**config.mk**
```make
export PLATFORM = sky130hd
export DESIGN_NAME = hourglass_stream_sorter
export DESIGN_NICKNAME = d
export VERILOG_FILES = /design/src/rtl/hourglass_stream_sorter.sv
export SDC_FILE = /design/constraint.sdc
export NUM_CORES = 1
export LEC_CHECK = 0
export ABC_AREA = 1
export ABC_CLOCK_PERIOD_IN_PS = 5900
export CAP_MARGIN = 10
export CORE_ASPECT_RATIO = 0.9
export CORE_UTILIZATION = 55
export CTS_BUF_LIST = sky130_fd_sc_hd__clkbuf_4 sky130_fd_sc_hd__clkbuf_8
export DETAILED_ROUTE_END_ITERATION = 10
export GPL_ROUTABILITY_DRIVEN = 0
export PLACE_DENSITY = 0.71
export SLEW_MARGIN = 20
export SYNTH_ARGS = -nofsm -noshare
export SYNTH_HDL_FRONTEND = slang
export SYNTH_SLANG_ARGS = --single-unit
export TNS_END_PERCENT = 50
```
**constraint.sdc**
```tcl
create_clock -name clk -period 5.9 [get_ports clk]
set_input_delay 1.18 -clock clk [delete_from_list [all_inputs] [get_ports clk]]
set_output_delay 1.18 -clock clk [all_outputs]
set_load 0.01 [all_outputs]
```
**src/rtl/hourglass_stream_sorter.sv**
```systemverilog
// ============================================================================
//  Module   : hourglass_stream_sorter
//  Purpose  : Streaming insertion sorter. Keys arrive on an AXI-Stream style
//             input, are inserted into a sorted register array one per cycle
//             (FILL), then leave head-first one per cycle (DRAIN) together
//             with their arrival index inside the batch. Ordering is stable.
//  Ports    : clk, rst                      - clock, sync active-high reset
//             axis_in_key/valid/ready/last  - input stream
//             axis_out_key/index            - sorted key and arrival index
//             axis_out_valid/ready/last     - output stream handshake
//             overflow                      - only with the macro below
//  Config   : `define HOURGLASS_STREAM_SORTER_OVERFLOW_EN to close batches
//             only on axis_in_last and discard (and flag) keys that arrive
//             once the array is full.
//  Revision : 1.0 - initial release
// ============================================================================
`default_nettype none

module hourglass_stream_sorter #(
  parameter int NUMBER_OF_ELEMENTS = 21,
  parameter int KEY_WIDTH          = 8,
  parameter int OUTPUT_INDEX_WIDTH = 5,
  parameter bit DESCENDING         = 1'b0
) (
  input  logic                          clk,
  input  logic                          rst,
  input  logic [KEY_WIDTH-1:0]          axis_in_key,
  input  logic                          axis_in_valid,
  output logic                          axis_in_ready,
  input  logic                          axis_in_last,
  output logic [KEY_WIDTH-1:0]          axis_out_key,
  output logic [OUTPUT_INDEX_WIDTH-1:0] axis_out_index,
  output logic                          axis_out_valid,
  input  logic                          axis_out_ready,
  output logic                          axis_out_last
`ifdef HOURGLASS_STREAM_SORTER_OVERFLOW_EN
  ,output logic                         overflow
`endif
);

  localparam int                c_CNT_W = $clog2(NUMBER_OF_ELEMENTS + 1);
  localparam logic [c_CNT_W-1:0] c_FULL  = c_CNT_W'(NUMBER_OF_ELEMENTS);
  localparam logic [c_CNT_W-1:0] c_ONE   = c_CNT_W'(1);

  typedef enum logic [0:0] {
    S_FILL  = 1'b0,
    S_DRAIN = 1'b1
  } state_t;

  state_t r_state;
  state_t w_state_next;

  // Single occupancy counter: number of stored keys while filling, number of
  // keys still to leave while draining. It reaches zero on the final output.
  logic [c_CNT_W-1:0] r_count;

  logic [KEY_WIDTH-1:0]          r_key [NUMBER_OF_ELEMENTS];
  logic [OUTPUT_INDEX_WIDTH-1:0] r_idx [NUMBER_OF_ELEMENTS];

  logic [KEY_WIDTH-1:0]          w_ins_key   [NUMBER_OF_ELEMENTS];
  logic [OUTPUT_INDEX_WIDTH-1:0] w_ins_idx   [NUMBER_OF_ELEMENTS];
  logic [KEY_WIDTH-1:0]          w_shift_key [NUMBER_OF_ELEMENTS];
  logic [OUTPUT_INDEX_WIDTH-1:0] w_shift_idx [NUMBER_OF_ELEMENTS];
  logic [NUMBER_OF_ELEMENTS-1:0] w_before;

  logic                          w_in_hs;
  logic                          w_out_hs;
  logic                          w_store;
  logic                          w_close;
  logic                          w_out_final;
  logic [OUTPUT_INDEX_WIDTH-1:0] w_new_idx;

  assign w_in_hs     = axis_in_valid && (r_state == S_FILL);
  assign w_out_hs    = axis_out_ready && (r_state == S_DRAIN);
  assign w_out_final = w_out_hs && (r_count == c_ONE);
  // Keys beyond capacity can only be seen with the overflow option; they are
  // accepted but never written into the array.
  assign w_store     = w_in_hs && (r_count != c_FULL);
  assign w_new_idx   = OUTPUT_INDEX_WIDTH'(r_count);

`ifdef HOURGLASS_STREAM_SORTER_OVERFLOW_EN
  assign w_close = w_in_hs && axis_in_last;
`else
  assign w_close = w_in_hs && (axis_in_last || (r_count == (c_FULL - c_ONE)));
`endif

  // --------------------------------------------------------------------------
  // Sorted array. w_before[i] marks occupied slots whose key must stay ahead
  // of the incoming key; equal keys stay ahead, which keeps the sort stable.
  // Because the array is sorted, w_before is a run of ones followed by zeros:
  // the first zero slot takes the new key and every later slot shifts by one.
  // --------------------------------------------------------------------------
  for (genvar i = 0; i < NUMBER_OF_ELEMENTS; i++) begin : g_slot
    assign w_before[i] = (c_CNT_W'(i) < r_count) &&
                         (DESCENDING ? (r_key[i] >= axis_in_key)
                                     : (r_key[i] <= axis_in_key));

    if (i == 0) begin : g_head
      assign w_ins_key[i] = w_before[i] ? r_key[i] : axis_in_key;
      assign w_ins_idx[i] = w_before[i] ? r_idx[i] : w_new_idx;
    end else begin : g_body
      assign w_ins_key[i] = w_before[i]   ? r_key[i]    :
                            w_before[i-1] ? axis_in_key : r_key[i-1];
      assign w_ins_idx[i] = w_before[i]   ? r_idx[i]    :
                            w_before[i-1] ? w_new_idx   : r_idx[i-1];
    end

    if (i < NUMBER_OF_ELEMENTS - 1) begin : g_shift
      assign w_shift_key[i] = r_key[i+1];
      assign w_shift_idx[i] = r_idx[i+1];
    end else begin : g_tail
      assign w_shift_key[i] = r_key[i];
      assign w_shift_idx[i] = r_idx[i];
    end

    // Data path only; occupancy is tracked by r_count so no reset is needed.
    always_ff @(posedge clk) begin
      if (w_store) begin
        r_key[i] <= w_ins_key[i];
        r_idx[i] <= w_ins_idx[i];
      end else if (w_out_hs) begin
        r_key[i] <= w_shift_key[i];
        r_idx[i] <= w_shift_idx[i];
      end
    end
  end

  // --------------------------------------------------------------------------
  // Occupancy counter
  // --------------------------------------------------------------------------
  always_ff @(posedge clk) begin
    if (rst) begin
      r_count <= '0;
    end else if (w_store) begin
      r_count <= r_count + c_ONE;
    end else if (w_out_hs) begin
      r_count <= r_count - c_ONE;
    end
  end

`ifdef HOURGLASS_STREAM_SORTER_OVERFLOW_EN
  logic r_overflow;

  always_ff @(posedge clk) begin
    if (rst) begin
      r_overflow <= 1'b0;
    end else if (w_in_hs && (r_count == c_FULL)) begin
      r_overflow <= 1'b1;
    end else if (w_out_final) begin
      r_overflow <= 1'b0;
    end
  end

  assign overflow = r_overflow;
`endif

  // --------------------------------------------------------------------------
  // FSM
  // --------------------------------------------------------------------------
  always_ff @(posedge clk) begin
    if (rst) begin
      r_state <= S_FILL;
    end else begin
      r_state <= w_state_next;
    end
  end

  always_comb begin
    w_state_next   = r_state;
    axis_in_ready  = 1'b0;
    axis_out_valid = 1'b0;
    axis_out_last  = 1'b0;
    axis_out_key   = '0;
    axis_out_index = '0;
    case (r_state)
      S_FILL: begin
        axis_in_ready = 1'b1;
        if (w_close) begin
          w_state_next = S_DRAIN;
        end
      end
      S_DRAIN: begin
        axis_out_valid = 1'b1;
        axis_out_key   = r_key[0];
        axis_out_index = r_idx[0];
        axis_out_last  = (r_count == c_ONE);
        if (w_out_final) begin
          w_state_next = S_FILL;
        end
      end
      default: begin
        w_state_next = S_FILL;
      end
    endcase
  end

endmodule

`default_nettype wire

```
==> impl_metrics.toml <==
[min_path]
hold_path_end = "r_idx[2][16]"
min-delay-path-class = "flop to flop"
worstHoldPathCells = 2
min-delay-start = "r_idx[2][21]"

[synthesis]
synth_largest_area_cell = "sky130_fd_sc_hd__edfxtp_1"
ys_top_cells_by_area = "sky130_fd_sc_hd__edfxtp_1 41%, sky130_fd_sc_hd__nand2_1 19%, sky130_fd_sc_hd__nand3_1 11%"
post_synth_num_cell_types = 35
syn-cell-area_mm2 = 0.0199
syn_nets = 2856
syn_area_per_cell_um2 = 7.47
synth_sequential_area_ratio = 0.417
ys_seq_elements = 279
synth-warning-count = 0
synthCells = 2671
portion_of_synthesized_cell_area_occupied_by_the_leading_cell_type = 0.411

[power]
pwr-share-seq = 0.433
cellLeakagePower_uw = 0.0107
power_report.internal_total_uw = 4430
worst_ir_drop_vdd_mv = 0.222
power.combinational.fraction = 0.320
power_per_cell_area_mw_per_mm2 = 333
clkPwrFrac = 0.247
p_switching_uw = 2700
switching_share = 0.379

[setup_path]
launching_element_type_of_the_critical_path = "flop"
r2r-start = "r_count[3]"
category_of_the_worst_setup_path_capture_point = "primary output"
cp_num_buf_inv = 3
timing.reg2reg.setup_slack_ns = 2.66
cp_data_arrival_time_ns = 2.91
required_ns = 4.72
critical_path.slowest_cell = "sky130_fd_sc_hd__clkdlybuf4s50_1"
max_stage_delay_ns = 0.54
ff2ff_path_depth = 8
timing.critical_path.fanout_max = 16
timing.critical_path.max_delay_family = "buffers and inverters"
timing.rr.end = "r_key[18][2]"
path_cells = "buf_4 -> inv_4 -> nand2_4 -> nor2_2 -> nand2_1 -> nor2_1 -> clkdlybuf4s50_1"
setup.worst_path.class = "flop to primary output"

[sta]
timing.final.max_slew_violations = 0
fin_skew_ns = 0.0462
post-route-period-util = 0.693
final_critical_path_setup_slack_ns = 1.81
setup_viol_count_final = 0
slew_headroom = 0.319
timing_hold_violations_final = 0
worst_max_slew_pin_slew_ns = 1.02
fmax_ghz = 0.245
setup_tns_ns = 0
finalCriticalPeriod_ns = 4.09
rsz0062_at_grt = "no"
hold_ws_ns = 0.525

[finish]
finalInstanceArea_mm2 = 0.0214
layout-area-overhead-vs-synth_pct = 7.22
finalNetCount = 2825
fill_cells = 3228
finalCoreUtilization = 0.605
post_route_cells_drive_above_1_share = 0.0575
n_antenna_cell = 0

[route]
route.final.wire_length_um = 57600
drt_pass1_iterations = 6
drt.antenna.violating_nets = 0
dr_total_vias = 18300
wl_per_cell_um = 18.3
initialDrtViolationCount = 1748
routed_via_density = 5.80
drt_drc = 0

[floorplanning]
initial_core_utilization = 0.564
dieHeight_um = 183
die_x_um = 203
die-area_mm2 = 0.0370
core_region_area_mm2 = 0.0354
io_pins = 29
num_rows = 65

[global_route]
maximum_number_of_pins_on_one_net_before_global_route_repair = 130
grt_util_all_layers = 0.311
first_global_vias = 17400
grt_pass1_wl_um = 91800
gr-total-overflow = 0
grt_antenna_before_repair = 0

[status]
outcome = "complete, no violations"

[clock_network]
cts_buffers = 48
post_cts_resized = 0
cts_max_level = 2
worst_skew_pair.late_latency_ns = 0.62
tritoncts = "done"
clock_tree.root_cell = "sky130_fd_sc_hd__clkbuf_8"
clk_transition_reported_paths_ns = 0.06
cts_hold_repair.buffers = 0
ctsLongestPathBuffers = 3
cts.sink_count = 279
postCtsSetupRepairBufs = 0

[placement]
dpl_cell_area_mm2 = 0.0205
place.detailed.hpwl_um = 39500
port_buffers = 28
place_worst_setup_slack_ns = 1.40

[job]
max_cap_violations = 0
## worst register-to-register path: cells and delay by family (launching register included)
kind                   cells  cell delay (ns)
buffers and inverters      4             1.23
AO/OA/AOI/OAI              1             0.57
AND/OR/NAND/NOR            3             0.65
flip-flops                 1             0.49
## metal layers
layer,vias to the layer above,GRT usage,share of wire
li1,8686,-,-
met1,8678,0.444,0.44
met2,758,0.483,0.45
met3,132,0.0430,0.082
met4,0,0.111,0.030
met5,-,0,0
## registers in the layout (all words and copies together) (netlist names)
signal / cells
r_idx: 105
r_state: 1
r_count: 5
r_key: 168
## cell type report
type	count	area [um2]	share of cell area
Clock buffer	73	855	0.0400
Clock inverter	13	65.1	0.00304
Inverter	326	1230	0.0577
Multi-Input combinational cell	1913	9720	0.454
Sequential cell	279	8320	0.389
Tap cell	469	587	0.0274
Timing Repair Buffer	72	611	0.0285
## logic make-up after synthesis
logic type                 after synthesis  share of synthesized area
adders and majority gates              172                      0.108
AOI/OAI and AO/OA                      173                     0.0492
xor gates and xnor gates                 2                   0.000878
and+or+nand+nor                       1566                      0.329
buffers and inverters                  479                     0.0965
DFF                                    279                      0.417
## synth_stat cells, drive strengths merged
cell and count:
nand2 1002, nand3 457, inv 325, edfxtp 273, ha 172, a21oi 106
nor2 85, buf 77, clkbuf 76, o21ai 27, nand4 20, a31oi 18
a21o 13, dfxtp 6, o21a 6, a22oi 2, nor3 2, xor2 2
clkinv 1, o211ai 1
## cell usage in the layout, fill, tap and decap left out, types with 2 or more instances in the layout
cell	Yosys	routed
sky130_fd_sc_hd__nand2_1	996	996
sky130_fd_sc_hd__nand3_1	456	456
sky130_fd_sc_hd__inv_1	318	311
sky130_fd_sc_hd__edfxtp_1	273	273
sky130_fd_sc_hd__ha_1	172	172
sky130_fd_sc_hd__a21oi_1	103	103
sky130_fd_sc_hd__nor2_1	81	81
sky130_fd_sc_hd__clkbuf_8	0	49
sky130_fd_sc_hd__buf_4	10	44
sky130_fd_sc_hd__clkdlybuf4s50_1	0	28
sky130_fd_sc_hd__clkbuf_4	0	24
sky130_fd_sc_hd__o21ai_0	23	23
sky130_fd_sc_hd__nand4_1	20	20
sky130_fd_sc_hd__a31oi_1	17	17
sky130_fd_sc_hd__a21o_1	13	13
sky130_fd_sc_hd__inv_2	5	11
sky130_fd_sc_hd__clkinv_1	1	9
sky130_fd_sc_hd__o21a_1	6	6
sky130_fd_sc_hd__dfxtp_1	6	6
sky130_fd_sc_hd__nand2_2	5	4
sky130_fd_sc_hd__o21ai_2	3	3
sky130_fd_sc_hd__a21oi_2	3	3
sky130_fd_sc_hd__clkinv_2	0	3
sky130_fd_sc_hd__inv_4	2	2
sky130_fd_sc_hd__nor2_2	2	2
sky130_fd_sc_hd__nor3_1	2	2
sky130_fd_sc_hd__a22oi_1	2	2
sky130_fd_sc_hd__xor2_1	2	2
## stage by stage
stage          power (uW)  cells
6_report             7130   3145
4_1_cts              7110   3145
2_1_floorplan        4680   2671
5_1_grt              7560   3145
3_5_place_dp         5350   3059
3_3_place_gp         5250   3059
## worst max path at each step
stage,start,to,slack [ns],depth (start not counted)
2_1_floorplan,axis_in_key[7],r_idx[1][0],1.89,9
3_3_place_gp,axis_in_key[7],r_idx[0][37],1.48,10
3_5_place_dp,axis_in_key[1],r_key[19][5],1.40,13
4_1_cts,r_count[3],axis_out_last,1.78,7
5_1_grt,r_count[3],axis_out_last,1.69,7
6_report,r_count[3],axis_out_last,1.81,7
## power groups by stage
stage	clock, uW	combinational (uW)	sequential, uW
6_report	1760	2280	3080
3_3_place_gp	0	2140	3100
4_1_cts	1780	2250	3070
2_1_floorplan	0	1710	2970
5_1_grt	1850	2600	3120
3_5_place_dp	0	2240	3110
Note: power is estimated with default switching activity, not from simulation.
